--- src/rtl/serial_subtractor.sv ---
// Bit-serial A - B - Bi subtractor, LSB first, one bit per clock, valid/ready on both sides.
// Define SERIAL_SUBTRACTOR_OVERFLOW_EN to add the signed-overflow output OV.
module serial_subtractor #(
    parameter int W = 4
) (
    input  logic         clk,
    input  logic         reset,
    input  logic [W-1:0] A,
    input  logic [W-1:0] B,
    input  logic         Bi,
    input  logic         in_valid,
    output logic         in_ready,
    output logic [W-1:0] D,
    output logic         Bo,
    output logic         out_valid,
    input  logic         out_ready
`ifdef SERIAL_SUBTRACTOR_OVERFLOW_EN
    ,
    output logic         OV
`endif
);

    localparam int CW = $clog2(W);

    typedef enum logic [1:0] {IDLE, RUN, DONE} state_t;

    state_t        r_state;
    state_t        w_next;
    logic [W-1:0]  r_a;
    logic [W-1:0]  r_b;
    logic [W-1:0]  r_d;
    logic          r_bor;
    logic [CW-1:0] r_cnt;
    logic          w_accept;
    logic          w_last;
    logic          w_dbit;
    logic          w_bnext;

    assign w_accept = (r_state == IDLE) && in_valid;
    assign w_last   = (r_cnt == CW'(W - 1));
    assign w_dbit   = r_a[0] ^ r_b[0] ^ r_bor;
    assign w_bnext  = (~r_a[0] & r_b[0]) | (~(r_a[0] ^ r_b[0]) & r_bor);

    always_ff @(posedge clk or posedge reset) begin
        if (reset) r_state <= IDLE;
        else        r_state <= w_next;
    end

    always_comb begin
        w_next    = r_state;
        in_ready  = 1'b0;
        out_valid = 1'b0;
        case (r_state)
            IDLE: begin
                in_ready = 1'b1;
                if (in_valid) w_next = RUN;
            end
            RUN: begin
                if (w_last) w_next = DONE;
            end
            DONE: begin
                out_valid = 1'b1;
                if (out_ready) w_next = IDLE;
            end
            default: w_next = IDLE;
        endcase
    end

    // Operand registers shift right so the current bit is always at index 0.
    always_ff @(posedge clk or posedge reset) begin
        if (reset) begin
            r_a   <= '0;
            r_b   <= '0;
            r_d   <= '0;
            r_bor <= 1'b0;
            r_cnt <= '0;
        end else if (w_accept) begin
            r_a   <= A;
            r_b   <= B;
            r_d   <= '0;
            r_bor <= Bi;
            r_cnt <= '0;
        end else if (r_state == RUN) begin
            r_a        <= r_a >> 1;
            r_b        <= r_b >> 1;
            r_bor      <= w_bnext;
            r_d[r_cnt] <= w_dbit;
            r_cnt      <= r_cnt + CW'(1);
        end
    end

    // Result registers are left intact after hand-off; the outputs are masked in IDLE.
    assign D  = (r_state == IDLE) ? '0 : r_d;
    assign Bo = (r_state == IDLE) ? 1'b0 : r_bor;

`ifdef SERIAL_SUBTRACTOR_OVERFLOW_EN
    logic r_amsb;
    logic r_bmsb;

    always_ff @(posedge clk or posedge reset) begin
        if (reset) begin
            r_amsb <= 1'b0;
            r_bmsb <= 1'b0;
        end else if (w_accept) begin
            r_amsb <= A[W-1];
            r_bmsb <= B[W-1];
        end
    end

    assign OV = out_valid && (r_amsb != r_bmsb) && (r_d[W-1] != r_amsb);
`endif

endmodule

--- config.mk ---
export PLATFORM = sky130hd
export DESIGN_NAME = serial_subtractor
export DESIGN_NICKNAME = d
export VERILOG_FILES = /design/src/rtl/serial_subtractor.sv
export SDC_FILE = /design/constraint.sdc
export NUM_CORES = 1
export LEC_CHECK = 0
export BUFFER_PORTS_ARGS = -buffer_cell sky130_fd_sc_hd__buf_2
export CORE_MARGIN = 4
export CORE_UTILIZATION = 38
export CTS_CLUSTER_DIAMETER = 100
export CTS_CLUSTER_SIZE = 10
export DETAILED_ROUTE_END_ITERATION = 7
export SETUP_SLACK_MARGIN = 0.4
export SYNTH_ARGS = -nofsm -noshare
export SYNTH_HDL_FRONTEND = slang
export SYNTH_SLANG_ARGS = --single-unit
--- constraint.sdc ---
create_clock -name clk -period 1.3 [get_ports clk]
set_input_delay 0.065 -clock clk [delete_from_list [all_inputs] [get_ports clk]]
set_output_delay 0.065 -clock clk [all_outputs]
set_load 0.01 [all_outputs]
# ---- Word-level counts from Yosys, hierarchy flattened
# Cells that the tools add are included.
dict set report classes {
  bitwise 7
  n_reduce_logical 5
  n_lt_le_gt_ge 2
  mux 21
  add_sub_neg 1
  n_shift 0
  n_eq_ne 6
  div_mod_pow 0
  multipliers 0
}
# cell n
set ops {}
lappend ops {{2-to-1 mux 4 bit} 7}
lappend ops {{2-to-1 mux 2 bit} 5}
lappend ops {{2-to-1 mux 1 bit} 6}
lappend ops {{inequality test 2 bit, second input constant} 3}
lappend ops {{one-hot mux 2 bit (3 select lines)} 1}
lappend ops {{bitwise mux 4 bit} 1}
lappend ops {{equality test 2 bit, second input constant} 2}
lappend ops {{< comparator 2 x 3 -> 1 bit, second input constant} 1}
lappend ops {{AND reduction 3 bit} 1}
lappend ops {{adder 2 x 1 -> 2 bit, second input constant} 1}
lappend ops {{AND 1 bit} 2}
lappend ops {{demux 1 bit (select 2 bit)} 1}
lappend ops {{equality test 2 x 1 -> 1 bit, second input constant} 1}
lappend ops {{greater-or-equal comparator 2 x 1 -> 1 bit, second input constant} 1}
lappend ops {{logical AND 1 bit} 2}
lappend ops {{logical NOT 2 bit} 1}
lappend ops {{NOT 1 bit} 2}
lappend ops {{nonzero test 2 bit} 1}
lappend ops {{bitwise XOR 1 bit} 2}
lappend ops {{bitwise OR 1 bit} 1}
dict set report word_totals {
  n_memories 0
  latch_bits 0
  inputBits 13
  mem_bits_ro 0
  out_inout_bits 7
  elab_cells 48
  ram_bits 0
  regBits 17
}

# ---- Depth between registers and ports, before layout
dict set report logic_depth {
  word_depth 7
  depth_mapped 4
  depth_no_buf 4
}

# ---- Least setup slack after synthesis
# OpenSTA, ideal clock, no wires.
dict set report synth_path {
  path_kind {flip-flop to flip-flop}
  start {register r_a[0]}
  end {register r_d[3]}
  required_ns 1.210
  path_buffers 0
  setup_ns 0.090
  synth_period_minus_slack_ns 1.236
  setup_slack_ns 0.064
  arrival_time_ns 1.146
  stages_incl_launch_ff 4
  cell_sequence {dfrtp_1 > fa_1 > nand2b_1 > o221ai_1}
}
dict set report synth_via {
  elab_chain_len 5
}
# element line
set synth_rtl {}
lappend synth_rtl {{start, declared} 29} ;# logic [W-1:0] r_a;
lappend synth_rtl {{start signal, assigned} 84} ;# r_a <= r_a >> 1;
lappend synth_rtl {{bitwise XOR 1 bit (2 in series)} 41} ;# assign w_dbit = r_a[0] ^ r_b[0] ^ r_bor;
lappend synth_rtl {{bitwise mux 4 bit} 87} ;# r_d[r_cnt] <= w_dbit;
lappend synth_rtl {{2-to-1 mux 4 bit} 83} ;# end else if (r_state == RUN) begin
lappend synth_rtl {{2-to-1 mux 4 bit} 77} ;# end else if (w_accept) begin
lappend synth_rtl {{end signal, assigned by index} 87}
lappend synth_rtl {{end, declared} 31} ;# logic [W-1:0] r_d;
# Every way passes these cells. The select of a mux whose other input is x is not followed.
# A chain may end at the register's enable or synchronous reset.

# ---- Worst setup path in the final report
dict set report layout_path {
  start {register r_state[0]}
  end {output D[3]}
}
dict set report layout_via {
  elab_chain_len 2
}
# element line
set layout_rtl {}
lappend layout_rtl {{start, declared} 27} ;# state_t r_state;
lappend layout_rtl {{start signal, assigned} 46} ;# else r_state <= w_next;
lappend layout_rtl {{logical NOT 2 bit} 93} ;# assign D = (r_state == IDLE) ? '0 : r_d;
lappend layout_rtl {{2-to-1 mux 4 bit} 93}
lappend layout_rtl {{end, declared} 13} ;# output logic [W-1:0] D,
# Every way passes these cells.

==> results.sh <==
export IMPL_dpl_cell_count=138
export IMPL_first_pass_iters=4
export IMPL_routabilityCongestion=0.703
export IMPL_wl_per_cell_um=14.3
export IMPL_clock_sinks=17
export IMPL_reg2reg_from="r_state[1]$_DFFE_PP0P_"
export IMPL_num_rows=17
export IMPL_via_per_inst=5.18
export IMPL_slowest_stage="dfrtp_2"
export IMPL_fin_skew_ns=0.00749
export IMPL_timing_hold_violations_final=0
export IMPL_p_leak_nw=0.688
export IMPL_die_width_um=57.9
export IMPL_max_vdd_ir_drop_mv=1.51
export IMPL_initial_core_util_pct=41.2
export IMPL_cts_clk_slew_worst_paths_ns=0.11
export IMPL_path_cells="buf_12 -> nor2_4 -> nor2_2 -> buf_2"
export IMPL_drive_gt1_share_pct=59.1
export IMPL_layout_commonest_cell="buf_2"
export IMPL_area_delta_synth_final_pct=58.2
export IMPL_layout_common_cells="buf_2 (18), dfrtp_1 (15), inv_1 (13)"
export IMPL_grt_pass1_wl_um=3790
export IMPL_drv_cap=0
export IMPL_finalPower_mw=3.72
export IMPL_grt_pass1_vias=833
export IMPL_reg2reg_slack_ns=-0.04
export IMPL_dp_hpwl_um=1450
export IMPL_diodes=0
export IMPL_crit_path_start="r_state[0]$_DFFE_PP0P_"
export IMPL_syn_area_per_cell_um2=10.3
export IMPL_path_class="flip-flop to output pin"
export IMPL_tightest_slew_ns=0.322
export IMPL_htreeDepth=1
export IMPL_pre_cts_slack_ns=-0.0286
export IMPL_slew_violations=0
export IMPL_r2r_cells=3
export IMPL_coreArea_mm2=0.00230
export IMPL_status="finished, violations left"
export IMPL_synth_top_cells_by_area="dfrtp_1 (45%), inv_1 (5.6%), ha_1 (5.3%), nor4b_1 (4.6%), a211oi_1 (4.0%)"
export IMPL_hp_start="out_ready"
export IMPL_track_usage_pct=14.8
export IMPL_antenna_found_initial=0
export IMPL_dieArea_mm2=0.00335
export IMPL_die_h_um=57.9
export IMPL_slew_headroom_pct=78.5
export IMPL_min_to="r_state[1]$_DFFE_PP0P_"
export IMPL_drt_iter0_drc=13
export IMPL_cts_tree="done"
export IMPL_portBuffers=19
export IMPL_stdcell_count=160
export IMPL_synth_top_cell_area_share_pct=45.0
export IMPL_cp_data_arrival_time_ns=1.28
export IMPL_clk_path_buf_depth=2
export IMPL_ys_seq_area_share_pct=45.0
export IMPL_syn_inst=92
export IMPL_clk_latency_ns=0.30
export IMPL_vias=828
export IMPL_synth_distinct_cells=25
export IMPL_yosysWarnings=0
export IMPL_cellPowerDensity_mw_per_mm2=2480
export IMPL_drc_errors=0
export IMPL_timing_rr_end="r_a[1]$_DFFE_PP0P_"
export IMPL_hold_depth=3
export IMPL_wirelength_um=2280
export IMPL_worst_path_buf_inv=2
export IMPL_synth_seq_cells=17
export IMPL_synth_area_um2=946
export IMPL_grt_max_degree=18
export IMPL_crit_fanout=6
export IMPL_grt_setup_unrepaired="yes"
export IMPL_fmax_mhz=746
export IMPL_overflow=0
export IMPL_required_ns=1.24
export IMPL_yosys_area_top_type="dfrtp_1"
export IMPL_crit_family="flip-flops"
export IMPL_synth_nets=110
export IMPL_critPathLaunchType="flip-flop"
export IMPL_nNetsFinal=151
export IMPL_cp_end_kind="output pin"
export IMPL_setup_violations=8
export IMPL_cts_root_buf="clkbuf_4"
export IMPL_cpPeakStageDelay_ns=0.46
export IMPL_setup_ws_ns=-0.0404
export IMPL_period_share_pct=103
export IMPL_ant_nets=0
export IMPL_post_route_min_period_ns=1.34
export IMPL_failed_checks="negative setup slack"
export IMPL_cp_depth=4
export IMPL_ioPinCount=20
export IMPL_numCtsBuffers=3
export IMPL_worst_hold_slack_ns=0.00410
export IMPL_hp_class="input pin to flip-flop"
per-stage QoR:
step	util, %	TNS [ns]	instance area, um2
finish	65.1	-0.302	1500
global route	65.1	-1.00	1500
CTS	62.5	-0.368	1440
detailed placement	49.0	-0.120	1120
global placement	49.0	0	1120
floorplan	-	0	993
cell type report:
cell class              count  area, um2
clock buffers               3       22.5
clock inverters             1       5.00
fillers                   179        801
inverters                  14       52.6
multi-input cells          54        606
flip-flops and latches     17        428
well taps                  28       35.0
repair buffers             43        348
sequential cells by signal (all words and copies together), names as in the netlist:
name / cells
r_a: 4
r_b: 4
r_d: 4
r_cnt: 2
r_state: 2
r_bor: 1
metal layers:
| layer | vias up | GRT usage, % | share of wire (%) |
|---|---|---|---|
| li1 | 409 | - | - |
| met1 | 398 | 19.3 | 44 |
| met2 | 16 | 23.4 | 50 |
| met3 | 5 | 3.12 | 4.4 |
| met4 | 0 | 6.95 | 1.9 |
| met5 | - | 0 | 0 |
timing repair:
action                                 4_1_cts  5_1_grt
buffers inserted                            10        5
setup endpoints to repair                   24       24
endpoints found under the hold margin       19        0
pin swaps                                    8        3
hold buffers                                 3        0
gates resized for setup                     36        5
how the worst max path moves through the flow:
stage                               endpoint  slack (ns)
after floorplan           r_a[0]$_DFFE_PP0P_         0.1
final                                   D[3]       -0.04
after global placement    r_a[2]$_DFFE_PP0P_        0.01
after detailed placement  r_b[2]$_DFFE_PP0P_       -0.03
after global routing                    D[3]       -0.12
after CTS                               D[0]       -0.05
worst min-delay path: cells and delay by family:
kind	cells	cell delay [ns]
AOI/OAI and AO/OA	1	0.10
buffers and inverters	2	0.11
kinds of logic (layout without fill, tap and decap cells):
group	after synthesis	after routing	share of synthesized area [%]
and+or+nand+nor	30	30	20.8
AOI/OAI and AO/OA	18	18	15.9
buffers and inverters	21	61	9.92
muxes	1	1	1.06
DFF	17	17	45.0
adders and majority gates	5	5	7.41
synth_stat cells (all sizes together):
| master | count |
|---|---|
| a211oi | 5 |
| a21oi | 1 |
| a22o | 2 |
| and3b | 1 |
| buf | 7 |
| dfrtp | 17 |
| fa | 1 |
| ha | 4 |
| inv | 14 |
| mux2i | 1 |
| nand2 | 4 |
| nand2b | 2 |
| nand3b | 4 |
| nor2 | 6 |
| nor2b | 1 |
| nor3b | 5 |
| nor4b | 5 |
| o21ba | 1 |
| o21bai | 1 |
| o221a | 2 |
| o221ai | 4 |
| o22ai | 1 |
| o2bb2ai | 1 |
| or4b | 2 |
report_power, final:
group | switching (mW) | internal, mW | total [mW]
combinational | 1.17 | 1.29 | 2.46
sequential | 0.172 | 0.780 | 0.952
clock | 0.185 | 0.115 | 0.300
total | 1.53 | 2.19 | 3.72
Note: power is estimated with default switching activity, not from simulation.
